File: src/rtl/conv_pkg.sv
// Shared types and constants for the 3x3 convolution window feeder.
// Holds the FSM state encoding and the tap-to-bus packing helper.
package conv_pkg;

  localparam int DATA_W      = 8;
  localparam int OFM_W       = 21;
  localparam int KERNEL_TAPS = 9;
  localparam int BUS_W       = DATA_W * KERNEL_TAPS;

  typedef enum logic [2:0] {
    ST_LOAD_W = 3'd0,
    ST_LOAD_P = 3'd1,
    ST_ISSUE  = 3'd2,
    ST_WAIT   = 3'd3,
    ST_EMIT   = 3'd4
  } state_e;

  typedef logic [KERNEL_TAPS-1:0][DATA_W-1:0] taps_t;

  // Tap k lands in bits [8k+7:8k]; tap 0 is IFM_1 / weight 1.
  function automatic logic [BUS_W-1:0] pack_taps(input taps_t taps);
    logic [BUS_W-1:0] bus;
    bus = '0;
    for (int k = 0; k < KERNEL_TAPS; k++) begin
      bus[k*DATA_W +: DATA_W] = taps[k];
    end
    return bus;
  endfunction

endpackage

File: src/rtl/conv_frame_buffer.sv
// IMG_W x IMG_W pixel store written in raster order, with a combinational 3x3 window read.
// A pixel being written in the same cycle is forwarded so the final beat can appear in window (0,0).
module conv_frame_buffer
  import conv_pkg::*;
#(
  parameter int IMG_W = 8,
  localparam int AW   = $clog2(IMG_W * IMG_W),
  localparam int CW   = $clog2(IMG_W)
) (
  input  logic              clk,
  input  logic              we_i,
  input  logic [AW-1:0]     waddr_i,
  input  logic [DATA_W-1:0] wdata_i,
  input  logic [CW-1:0]     row_i,
  input  logic [CW-1:0]     col_i,
  output logic [BUS_W-1:0]  window_o
);

  logic [DATA_W-1:0] mem_q [IMG_W*IMG_W];
  logic [AW-1:0]     rd_addr_s;
  taps_t             taps_s;

  // Pixel storage; intentionally not reset so a restart only rewinds the counters.
  always_ff @(posedge clk) begin
    if (we_i) begin
      mem_q[waddr_i] <= wdata_i;
    end
  end

  // Gather the 3x3 neighbourhood rooted at (row_i, col_i).
  always_comb begin
    taps_s    = '0;
    rd_addr_s = '0;
    for (int i = 0; i < 3; i++) begin
      for (int j = 0; j < 3; j++) begin
        rd_addr_s = AW'((int'(row_i) + i) * IMG_W + int'(col_i) + j);
        if (we_i && (rd_addr_s == waddr_i)) begin
          taps_s[3*i+j] = wdata_i;
        end else begin
          taps_s[3*i+j] = mem_q[rd_addr_s];
        end
      end
    end
  end

  assign window_o = pack_taps(taps_s);

endmodule

File: src/rtl/conv_window_feeder.sv
// Loads 9 weights and an IMG_W x IMG_W frame, then issues every valid 3x3 window to the
// convolution unit one at a time and forwards each 21-bit result in issue order.
module conv_window_feeder
  import conv_pkg::*;
#(
  parameter int IMG_W = 8
) (
  input  logic              clk,
  input  logic              rst_n,
  input  logic              s_valid_i,
  input  logic [DATA_W-1:0] s_data_i,
  output logic              s_ready_o,
  output logic              conv_in_valid_o,
  output logic [BUS_W-1:0]  conv_ifm_o,
  output logic [BUS_W-1:0]  conv_wgt_o,
  input  logic              conv_out_valid_i,
  input  logic [OFM_W-1:0]  conv_ofm_i,
  output logic              res_valid_o,
  output logic [OFM_W-1:0]  res_data_o,
  output logic              res_last_o,
  output logic              busy_o
);

  localparam int AW = $clog2(IMG_W * IMG_W);
  localparam int CW = $clog2(IMG_W);
  localparam logic [CW-1:0] LAST_RC  = CW'(IMG_W - 3);
  localparam logic [AW-1:0] LAST_PIX = AW'(IMG_W * IMG_W - 1);
  localparam logic [AW-1:0] LAST_WGT = AW'(KERNEL_TAPS - 1);

  state_e             state_q;
  taps_t              wgt_q;
  logic [AW-1:0]      load_cnt_q;
  logic [CW-1:0]      row_q, col_q, row_d, col_d;
  logic               s_ready_q, conv_in_valid_q, res_valid_q, res_last_q, busy_q;
  logic [BUS_W-1:0]   conv_ifm_q, conv_wgt_q;
  logic [OFM_W-1:0]   res_data_q;
  logic               accept_s, pix_we_s, last_win_s;
  logic [BUS_W-1:0]   window_s;

  // Handshake decode and next window position; the buffer is read at the next position.
  always_comb begin
    accept_s   = s_valid_i && s_ready_q;
    pix_we_s   = accept_s && (state_q == ST_LOAD_P);
    last_win_s = (row_q == LAST_RC) && (col_q == LAST_RC);
    row_d      = row_q;
    col_d      = col_q;
    if (state_q == ST_EMIT) begin
      if (col_q == LAST_RC) begin
        col_d = '0;
        row_d = last_win_s ? '0 : row_q + CW'(1);
      end else begin
        col_d = col_q + CW'(1);
      end
    end else begin
      col_d = col_q;
    end
  end

  conv_frame_buffer #(.IMG_W(IMG_W)) u_frame_buffer (
    .clk      (clk),
    .we_i     (pix_we_s),
    .waddr_i  (load_cnt_q),
    .wdata_i  (s_data_i),
    .row_i    (row_d),
    .col_i    (col_d),
    .window_o (window_s)
  );

  // Main control FSM with all outputs registered.
  always_ff @(posedge clk or negedge rst_n) begin
    if (!rst_n) begin
      state_q         <= ST_LOAD_W;
      wgt_q           <= '0;
      load_cnt_q      <= '0;
      row_q           <= '0;
      col_q           <= '0;
      s_ready_q       <= 1'b1;
      conv_in_valid_q <= 1'b0;
      conv_ifm_q      <= '0;
      conv_wgt_q      <= '0;
      res_valid_q     <= 1'b0;
      res_data_q      <= '0;
      res_last_q      <= 1'b0;
      busy_q          <= 1'b0;
    end else begin
      conv_in_valid_q <= 1'b0;
      res_valid_q     <= 1'b0;
      res_last_q      <= 1'b0;
      case (state_q)
        ST_LOAD_W: begin
          if (accept_s) begin
            // Shift in from the top so the first beat ends up as weight 1.
            wgt_q <= {s_data_i, wgt_q[KERNEL_TAPS-1:1]};
            if (load_cnt_q == LAST_WGT) begin
              load_cnt_q <= '0;
              state_q    <= ST_LOAD_P;
            end else begin
              load_cnt_q <= load_cnt_q + AW'(1);
            end
          end
        end
        ST_LOAD_P: begin
          if (accept_s) begin
            if (load_cnt_q == LAST_PIX) begin
              load_cnt_q      <= '0;
              state_q         <= ST_ISSUE;
              s_ready_q       <= 1'b0;
              busy_q          <= 1'b1;
              conv_in_valid_q <= 1'b1;
              conv_ifm_q      <= window_s;
              conv_wgt_q      <= pack_taps(wgt_q);
            end else begin
              load_cnt_q <= load_cnt_q + AW'(1);
            end
          end
        end
        ST_ISSUE: begin
          state_q <= ST_WAIT;
        end
        ST_WAIT: begin
          if (conv_out_valid_i) begin
            res_data_q  <= conv_ofm_i;
            res_valid_q <= 1'b1;
            res_last_q  <= last_win_s;
            state_q     <= ST_EMIT;
          end
        end
        ST_EMIT: begin
          row_q <= row_d;
          col_q <= col_d;
          if (last_win_s) begin
            state_q   <= ST_LOAD_W;
            s_ready_q <= 1'b1;
            busy_q    <= 1'b0;
          end else begin
            state_q         <= ST_ISSUE;
            conv_in_valid_q <= 1'b1;
            conv_ifm_q      <= window_s;
            conv_wgt_q      <= pack_taps(wgt_q);
          end
        end
        default: begin
          state_q   <= ST_LOAD_W;
          s_ready_q <= 1'b1;
          busy_q    <= 1'b0;
        end
      endcase
    end
  end

  assign s_ready_o       = s_ready_q;
  assign conv_in_valid_o = conv_in_valid_q;
  assign conv_ifm_o      = conv_ifm_q;
  assign conv_wgt_o      = conv_wgt_q;
  assign res_valid_o     = res_valid_q;
  assign res_data_o      = res_data_q;
  assign res_last_o      = res_last_q;
  assign busy_o          = busy_q;

endmodule

File: config.mk
export PLATFORM = sky130hd
export DESIGN_NAME = conv_window_feeder
export DESIGN_NICKNAME = d
export VERILOG_FILES = /design/src/rtl/conv_pkg.sv /design/src/rtl/conv_frame_buffer.sv /design/src/rtl/conv_window_feeder.sv
export SDC_FILE = /design/constraint.sdc
export NUM_CORES = 2
export LEC_CHECK = 0
export CORE_UTILIZATION = 50
export CTS_CLUSTER_SIZE = 8
export DETAILED_ROUTE_END_ITERATION = 7
export GPL_ROUTABILITY_DRIVEN = 0
export GPL_TIMING_DRIVEN = 0
export PLACE_DENSITY = 0.72
export REMOVE_ABC_BUFFERS = 1
export SYNTH_ARGS = -nofsm -noshare
export SYNTH_HDL_FRONTEND = slang
export SYNTH_HIERARCHICAL = 1
export SYNTH_SLANG_ARGS = --single-unit
File: constraint.sdc
create_clock -name clk -period 9.9 [get_ports clk]
set_input_delay 1.98 -clock clk [delete_from_list [all_inputs] [get_ports clk]]
set_output_delay 1.98 -clock clk [all_outputs]
set_load 0.05 [all_outputs]
== Word-level counts from Yosys, hierarchy flattened ==
Memory sizes are Yosys's and may differ from the RTL's.
Index checks and enable logic that the tools add are counted.
Cells by class
  add/sub/neg operators: 14
  equality and inequality tests: 24
  muxes and demuxes: 52
  bitwise logic cells: 1
  reductions and logical operators: 22
Operators with widths (count)
  two-way mux 72 bit: 6
  one-hot mux 72 bit (2 select lines): 2
  two-way mux 8 bit: 9
  == test 6 bit: 9
  two-way mux 3 bit: 10
  two-way mux 6 bit: 4
  adder 6 x 3 -> 6 bit (second input constant): 3
  two-way mux 1 bit: 15
  one-hot mux 3 bit (5 select lines): 1
  adder 6 x 1 -> 6 bit (second input constant): 2
  adder 6 x 2 -> 6 bit (second input constant): 2
  adder 6 x 4 -> 6 bit: 2
  logical AND 1 bit: 12
  inequality test 2 bit (second input constant): 6
  one-hot mux 6 bit (2 select lines): 1
  adder 3 x 1 -> 3 bit (second input constant): 3
  == test 3 bit (second input constant): 3
  AND reduction 4 bit: 2
  adder 6 x 3 -> 6 bit: 1
  == test 3 x 2 -> 1 bit (second input constant): 2
  == test 6 x 4 -> 1 bit (second input constant): 1
  == test 6 bit (second input constant): 1
  one-hot mux 1 bit (3 select lines): 2
  AND reduction 5 bit: 1
  other kinds (11): 13
Word-level totals
  bits in registers: 257
  bits in writable memories: 512
  input bits: 33
  logic and storage cells: 135
  memories: 1
Memory list
  u_frame_buffer.mem_q: depth 64, width 8, read ports 9, clocked after memory_dff 0, write ports 1, RTL line conv_frame_buffer.sv:19  | logic [DATA_W-1:0] mem_q [IMG_W*IMG_W];

== Depth between registers and ports, before layout ==
  word-level depth: 14
  depth in mapped cells: 21
  mapped depth without buffers: 13

== Modules after synthesis ==
Netlist, hierarchy kept.
Modules (own cells, without submodules)
  conv_frame_buffer: instances 1, cells each 2089, area an instance 34301.6 sq um, sequential area each 15374.7 sq um
  conv_window_feeder: instances 1, cells each 604, area an instance 10522.6 sq um, sequential area each 6432.4 sq um

== Least setup slack after synthesis ==
OpenSTA, ideal clock, no wires.
  kind: reg2reg
  start: register state_q[0]
  end: register conv_ifm_q[37] (netlist: conv_ifm_o[37])
  arrival time: 5007 ps
  slack: 4768 ps
  cell stages (with the launch flop): 21
  buffers on the path: 8
  cells stage by stage: dfrtp_1 buf_2 nor3b_2 nand2_1 a21o_1 buf_4 inv_1 clkbuf_1 buf_2 clkbuf_1 ha_1 buf_4 inv_2 xnor2_1 buf_2 buf_2 mux4_2 mux2i_1 mux2i_1 mux2_2 mux2_4
Between the ends
  cells in the longest elaborated chain, start to end: 11
  elaborated cells between the ends (all ways): 21
  classes of those cells: 3 x add/sub; 6 x eq/ne; 7 x mux; 4 x reduce/logical; 1 x memory
RTL lines
  start: declaration: RTL line conv_window_feeder.sv:30  | state_e state_q;
  start signal: assignment: RTL line conv_window_feeder.sv:72  | state_q <= ST_LOAD_W;
  start signal: assignment: RTL line conv_window_feeder.sv:96  | state_q <= ST_LOAD_P;
  start signal: assignment: RTL line conv_window_feeder.sv:106  | state_q <= ST_ISSUE;
  == test 3 bit (*): RTL line conv_window_feeder.sv:47  | if (state_q == ST_EMIT) begin
  two-way mux 3 bit (*): RTL line conv_window_feeder.sv:47
  via row_d[0]: RTL line conv_window_feeder.sv:33  | logic [CW-1:0] row_q, col_q, row_d, col_d;
  adder 3 x 1 -> 3 bit (*): RTL line conv_frame_buffer.sv:36  | rd_addr_s = AW'((int'(row_i) + i) * IMG_W + int'(col_i) + j);
  adder 6 x 4 -> 6 bit (*): RTL line conv_frame_buffer.sv:36
  adder 6 x 2 -> 6 bit (*): RTL line conv_frame_buffer.sv:36
  parallel branches: the longest is 2 deep, another holds memory read (64 x 8 bit)
  two-way mux 8 bit (*): RTL line conv_frame_buffer.sv:37  | if (we_i && (rd_addr_s == waddr_i)) begin
  via window_s[37]: RTL line conv_window_feeder.sv:38  | logic [BUS_W-1:0] window_s;
  two-way mux 72 bit: RTL line conv_window_feeder.sv:104  | if (load_cnt_q == LAST_PIX) begin
  two-way mux 72 bit: RTL line conv_window_feeder.sv:103  | if (accept_s) begin
  one-hot mux 72 bit (2 select lines) (*): RTL line conv_window_feeder.sv:89  | case (state_q)
  end signal: assignment: RTL line conv_window_feeder.sv:110  | conv_ifm_q <= window_s;
  end signal: assignment: RTL line conv_window_feeder.sv:138  | conv_ifm_q <= window_s;
  end: declaration: RTL line conv_window_feeder.sv:35  | logic [BUS_W-1:0] conv_ifm_q, conv_wgt_q;
Mark *: on every way through the listed nets, which the timed path passes. The select of a mux whose other input is x is not followed.
A chain may end at the register's enable or synchronous reset.

== Worst setup path after layout ==
  start: register state_q[0]
  end: register conv_ifm_q[38] (netlist: conv_ifm_o[38])
The elaborated chain is that of the path after synthesis.

==> parameters.txt <==
Parameter                              Value

Floorplan
  Horizontal extent of the die    ~300 um
  Area of the die    approximately 91,000 um2
  Area of the placeable core    ~89,000 um2
  Initial core utilization    50.6%
  Top-level port count    about 200
  Overall die height    about 300 um
  Num rows    109

Synth
  Number of flops mapped to enable cells by yosys    around 510
  Synthesized-area fraction occupied by adder cells    less than 1%
  Mux contribution to synthesized area    between 30% and 40%
  Number of warnings reported in the yosys synthesis log    6
  Complex-gate fraction of the synthesized area    under 10%
  Post-Syn Instances    between 2,000 and 3,000
  Post-synthesis instance area    44,800 um2
  Number of flip-flops and latches in the synthesized netlist    approximately 770
  Async SR Flop Fraction    33.4%
  Top FF cell, synth    sky130_fd_sc_hd__edfxtp_1
  Fraction of synthesized cell area in xor and xnor cells    less than 1%
  Unique cell type count in the Yosys netlist    77
  Synthesized-area fraction occupied by and/or/nand/nor cells    between 4 and 5%
  Portion of the post-synthesis area used by sequential elements    between 40% and 50%
  Syn avg cell area    16.6 um2
  Main combinational cell family by area after synthesis    multiplexers

Layout
  Layout net count    ~2,900
  Final std cells w/o fill    a little over 4,000
  Antenna diodes    0
  Share of post-route cells with drive strength above 1    38.9%
  Number of fill cells in the layout    ~6,400
  Final Instance Area    52,000 um2
  Area growth from synthesis to final layout    15.9%

Placed design
  Port Buf Inserts    approximately 200
  Cell count after placement    3,921
  Sum of net half-perimeters after detailed placement    96.1 mm
  Placement Cell Area    between 40,000 and 50,000 um2

Global routing
  Via count of the first global-routing pass    around 30,000
  Antenna violations before repair    2
  Pin count of the biggest net entering global routing    around 120
  Global-route wire length before repair    200 mm
  Total global routing overflow    0
  GR Util All Layers    between 30% and 40%

Drt
  Detail-routed net length per standard cell    33.6 um
  DRT Pass-1 Iters    8
  Initial detailed-routing violation count    between 4,000 and 5,000
  Via-per-instance ratio    ~7.2
  # DRC    around 80
  Antenna Nets Post-Route    0
  Final WL    137 mm
  Via count    roughly 30,000

Hold path
  Type of the most critical hold path    flop to flop

Setup path
  Max stage delay on crit path    about 0.87 ns
  Worst path cell trace    nor3b_2 > nand2_1 > a211oi_1 > a21o_4 > buf_16 > inv_2 > ha_2 > buf_12 > inv_2 > xnor2_2 > buf_8 > buf_16 > mux4_2 > o211ai_1 > mux2i_1 > mux2_2 > mux2_4
  Kind of start point of the critical path    flop
  Arr. time, crit path    8.34 ns
  Maximum fanout count along the critical path    ~50
  CP top delay family    buffers and inverters
  Critical path class    flop to flop
  Slowest CP cell    sky130_fd_sc_hd__ha_2
  Type of element capturing the critical path    flop
  Endpoint required time on the critical path    10.44 ns
  Crit path buffers/inverters    6

Timing
  Max frequency    0.128 GHz
  Slew at the pin with the worst max-slew slack    ~1.6 ns
  Count of endpoints failing setup in the final report    0
  Final number of hold-violating endpoints    0
  Clock Skews    approximately 0.038 ns
  Setup repair after global routing missed its margin    no
  Min Clock Period, post-route    ~7.8 ns
  Relative slew slack    -4.43%
  Pins over their slew limit    between 40 and 50
  Share of the clock period used by the worst path after layout    about four fifths

CTS
  Setup fix buffers added after clock tree synthesis    0
  Number of buffers created by CTS    106
  CTS tree    built
  Cell at the root of the clock tree    sky130_fd_sc_hd__clkbuf_16
  Worst-skew pair later-pin latency    between 0.6 and 0.7 ns
  Clock buffer depth    3
  TritonCTS sink count    769
  H-Tree Depth    3
  # hold bufs at CTS    0
  Clk pin slew, worst setup/hold paths    approximately 0.050 ns
  Number of resized instances in the post-cts repair step    0

Power
  Worst supply voltage drop on vdd    0.000207 V
  Pwr/cell area    247 nW/um2
  Leakage dissipation    approximately 18 nW

Run status
  Status    finished, violations left
  Failing checks    DRC, capacitance limit, slew limit

Job
  Max Cap Viol    6
cell usage after synthesis (4+ instances only):
library cell / n / share of area [%]
sky130_fd_sc_hd__o2111ai_1: 4 / 0.078
sky130_fd_sc_hd__o31ai_1: 5 / 0.084
sky130_fd_sc_hd__edfxtp_1: 512 / 34
sky130_fd_sc_hd__buf_4: 26 / 0.44
sky130_fd_sc_hd__nand2_1: 134 / 1.1
sky130_fd_sc_hd__ha_1: 9 / 0.25
sky130_fd_sc_hd__nor2_1: 118 / 0.99
sky130_fd_sc_hd__buf_12: 15 / 0.67
sky130_fd_sc_hd__a221o_1: 5 / 0.11
sky130_fd_sc_hd__buf_1: 21 / 0.18
sky130_fd_sc_hd__o22ai_1: 6 / 0.084
sky130_fd_sc_hd__a21o_1: 14 / 0.23
sky130_fd_sc_hd__a32oi_1: 9 / 0.18
sky130_fd_sc_hd__and2_1: 6 / 0.084
sky130_fd_sc_hd__nand4_1: 16 / 0.22
sky130_fd_sc_hd__a31oi_1: 13 / 0.18
sky130_fd_sc_hd__a21oi_1: 25 / 0.28
sky130_fd_sc_hd__nand2b_1: 10 / 0.14
sky130_fd_sc_hd__dfrtp_1: 256 / 14
sky130_fd_sc_hd__a211oi_1: 32 / 0.54
sky130_fd_sc_hd__nand3b_1: 7 / 0.12
sky130_fd_sc_hd__nand3_1: 35 / 0.39
sky130_fd_sc_hd__or2_2: 5 / 0.070
sky130_fd_sc_hd__xnor2_1: 26 / 0.51
sky130_fd_sc_hd__and3_1: 5 / 0.070
sky130_fd_sc_hd__nor3_1: 17 / 0.19
sky130_fd_sc_hd__o21ai_0: 62 / 0.69
sky130_fd_sc_hd__buf_6: 11 / 0.28
sky130_fd_sc_hd__mux2_4: 138 / 4.6
sky130_fd_sc_hd__clkbuf_1: 63 / 0.53
sky130_fd_sc_hd__nor2b_1: 18 / 0.25
sky130_fd_sc_hd__o211ai_1: 13 / 0.22
sky130_fd_sc_hd__mux4_1: 5 / 0.29
sky130_fd_sc_hd__inv_1: 9 / 0.075
sky130_fd_sc_hd__mux2_2: 199 / 5.0
sky130_fd_sc_hd__xor2_1: 15 / 0.29
sky130_fd_sc_hd__a22oi_1: 20 / 0.33
sky130_fd_sc_hd__mux2i_1: 135 / 3.0
sky130_fd_sc_hd__buf_2: 94 / 1.0
sky130_fd_sc_hd__mux4_2: 525 / 26
layout by cell type, fill, tap and decap left out, drive strengths merged, types with 4 or more instances in the layout:
master and instances:
a211oi 32, a21o 16, a21oi 25, a221o 5, a22oi 20, a31oi 13
a32oi 9, and2 7, and3 6, buf 104, clkbuf 155, clkdlybuf4s50 193
clkinv 4, dfrtp 256, edfxtp 512, ha 9, inv 14, mux2 337
mux2i 135, mux4 530, nand2 134, nand2b 10, nand3 35, nand3b 7
nand4 16, nor2 118, nor2b 18, nor3 18, o2111ai 4, o211ai 13
o21ai 63, o22ai 7, o31ai 5, or2 5, xnor2 27, xor2 16
cells by family (layout without fill, tap and decap cells):
logic type	Yosys count	count (layout)
and+or+nand+nor	393	393
DFF	769	769
AOI/OAI and AO/OA	234	234
adders and majority gates	9	9
buffers and inverters	242	470
muxes	1002	1002
xor gates and xnor gates	44	44
path summary, 6_finish.rpt:
check | startpoint | endpoint | slack [ns] | cells after the start
min | busy_o$_DFFE_PN0P_ | busy_o$_DFFE_PN0P_ | 0.50 | 1
min reg2reg | busy_o$_DFFE_PN0P_ | busy_o$_DFFE_PN0P_ | 0.50 | 1
max reg2reg | state_q[0]$_DFFE_PN0P_ | conv_ifm_o[38]$_DFFE_PN0P_ | 2.10 | 17
min in group asynchronous | rst_n | conv_wgt_o[9]$_DFFE_PN0P_ | 1.19 | 1
max | state_q[0]$_DFFE_PN0P_ | conv_ifm_o[38]$_DFFE_PN0P_ | 2.10 | 17
max in group asynchronous | rst_n | col_q[0]$_DFFE_PN0P_ | 7.33 | 3
power by group:
| group | switching [mW] | total (mW) | internal, mW |
|---|---|---|---|
| registers | 0.312 | 4.12 | 3.81 |
| clock network | 1.35 | 3.33 | 1.98 |
| logic | 2.80 | 5.41 | 2.60 |
| total | 4.46 | 12.9 | 8.39 |
flip-flops by register name, summed over array words and instances, names as in the netlist:
register / flops
s_ready_o: 1
col_q: 3
conv_wgt_o: 72
wgt_q: 72
res_data_o: 21
conv_ifm_o: 72
res_last_o: 1
load_cnt_q: 6
busy_o: 1
u_frame_buffer/mem_q: 512
conv_in_valid_o: 1
state_q: 3
row_q: 3
res_valid_o: 1
routing by layer:
layer / up-vias / global-route usage [%] / wire (um)
li1: 11500 / - / -
met1: 15100 / 39.5 / 48400
met2: 2398 / 44.5 / 60400
met3: 552 / 10.2 / 18800
met4: 4 / 18.0 / 9670
met5: - / 0.688 / 101
layout make-up:
cell class	instances	area [um2]	share of cell area [%]
flip-flops and latches	769	21800	42.0
multi-input cells	1682	21800	41.9
repair buffers	298	3870	7.44
clock buffers	154	2870	5.53
well taps	1165	1460	2.81
clock inverters	6	111	0.214
inverters	12	45.0	0.0867
per-stage QoR:
| stage | utilization, % | total power, mW | setup WS (ns) | hold slack, ns | setup TNS, ns |
|---|---|---|---|---|---|
| after floorplan | - | 7.80 | -26.06 | 0.474 | -1677.44 |
| after global placement | 52.9 | 8.63 | -35.84 | 0.483 | -3237.62 |
| after detailed placement | 55.1 | 9.47 | 2.37 | 0.492 | 0 |
| after CTS | 58.5 | 12.8 | 2.33 | 0.502 | 0 |
| after global routing | 58.6 | 13.3 | 2.02 | 0.516 | 0 |
| final | 58.6 | 12.9 | 2.10 | 0.497 | 0 |
worst register-to-register path, stage by stage (launching register included):
cell	delay, ns
sky130_fd_sc_hd__dfrtp_1	0.50
sky130_fd_sc_hd__nor3b_2	0.57
sky130_fd_sc_hd__nand2_1	0.36
sky130_fd_sc_hd__a211oi_1	0.40
sky130_fd_sc_hd__a21o_4	0.34
sky130_fd_sc_hd__buf_16	0.32
sky130_fd_sc_hd__inv_2	0.44
sky130_fd_sc_hd__ha_2	0.88
sky130_fd_sc_hd__buf_12	0.30
sky130_fd_sc_hd__inv_2	0.51
sky130_fd_sc_hd__xnor2_2	0.86
sky130_fd_sc_hd__buf_8	0.27
sky130_fd_sc_hd__buf_16	0.19
sky130_fd_sc_hd__mux4_2	0.29
sky130_fd_sc_hd__o211ai_1	0.51
sky130_fd_sc_hd__mux2i_1	0.30
sky130_fd_sc_hd__mux2_2	0.36
sky130_fd_sc_hd__mux2_4	0.26
No activity file was read; power rests on OpenSTA's default activity.
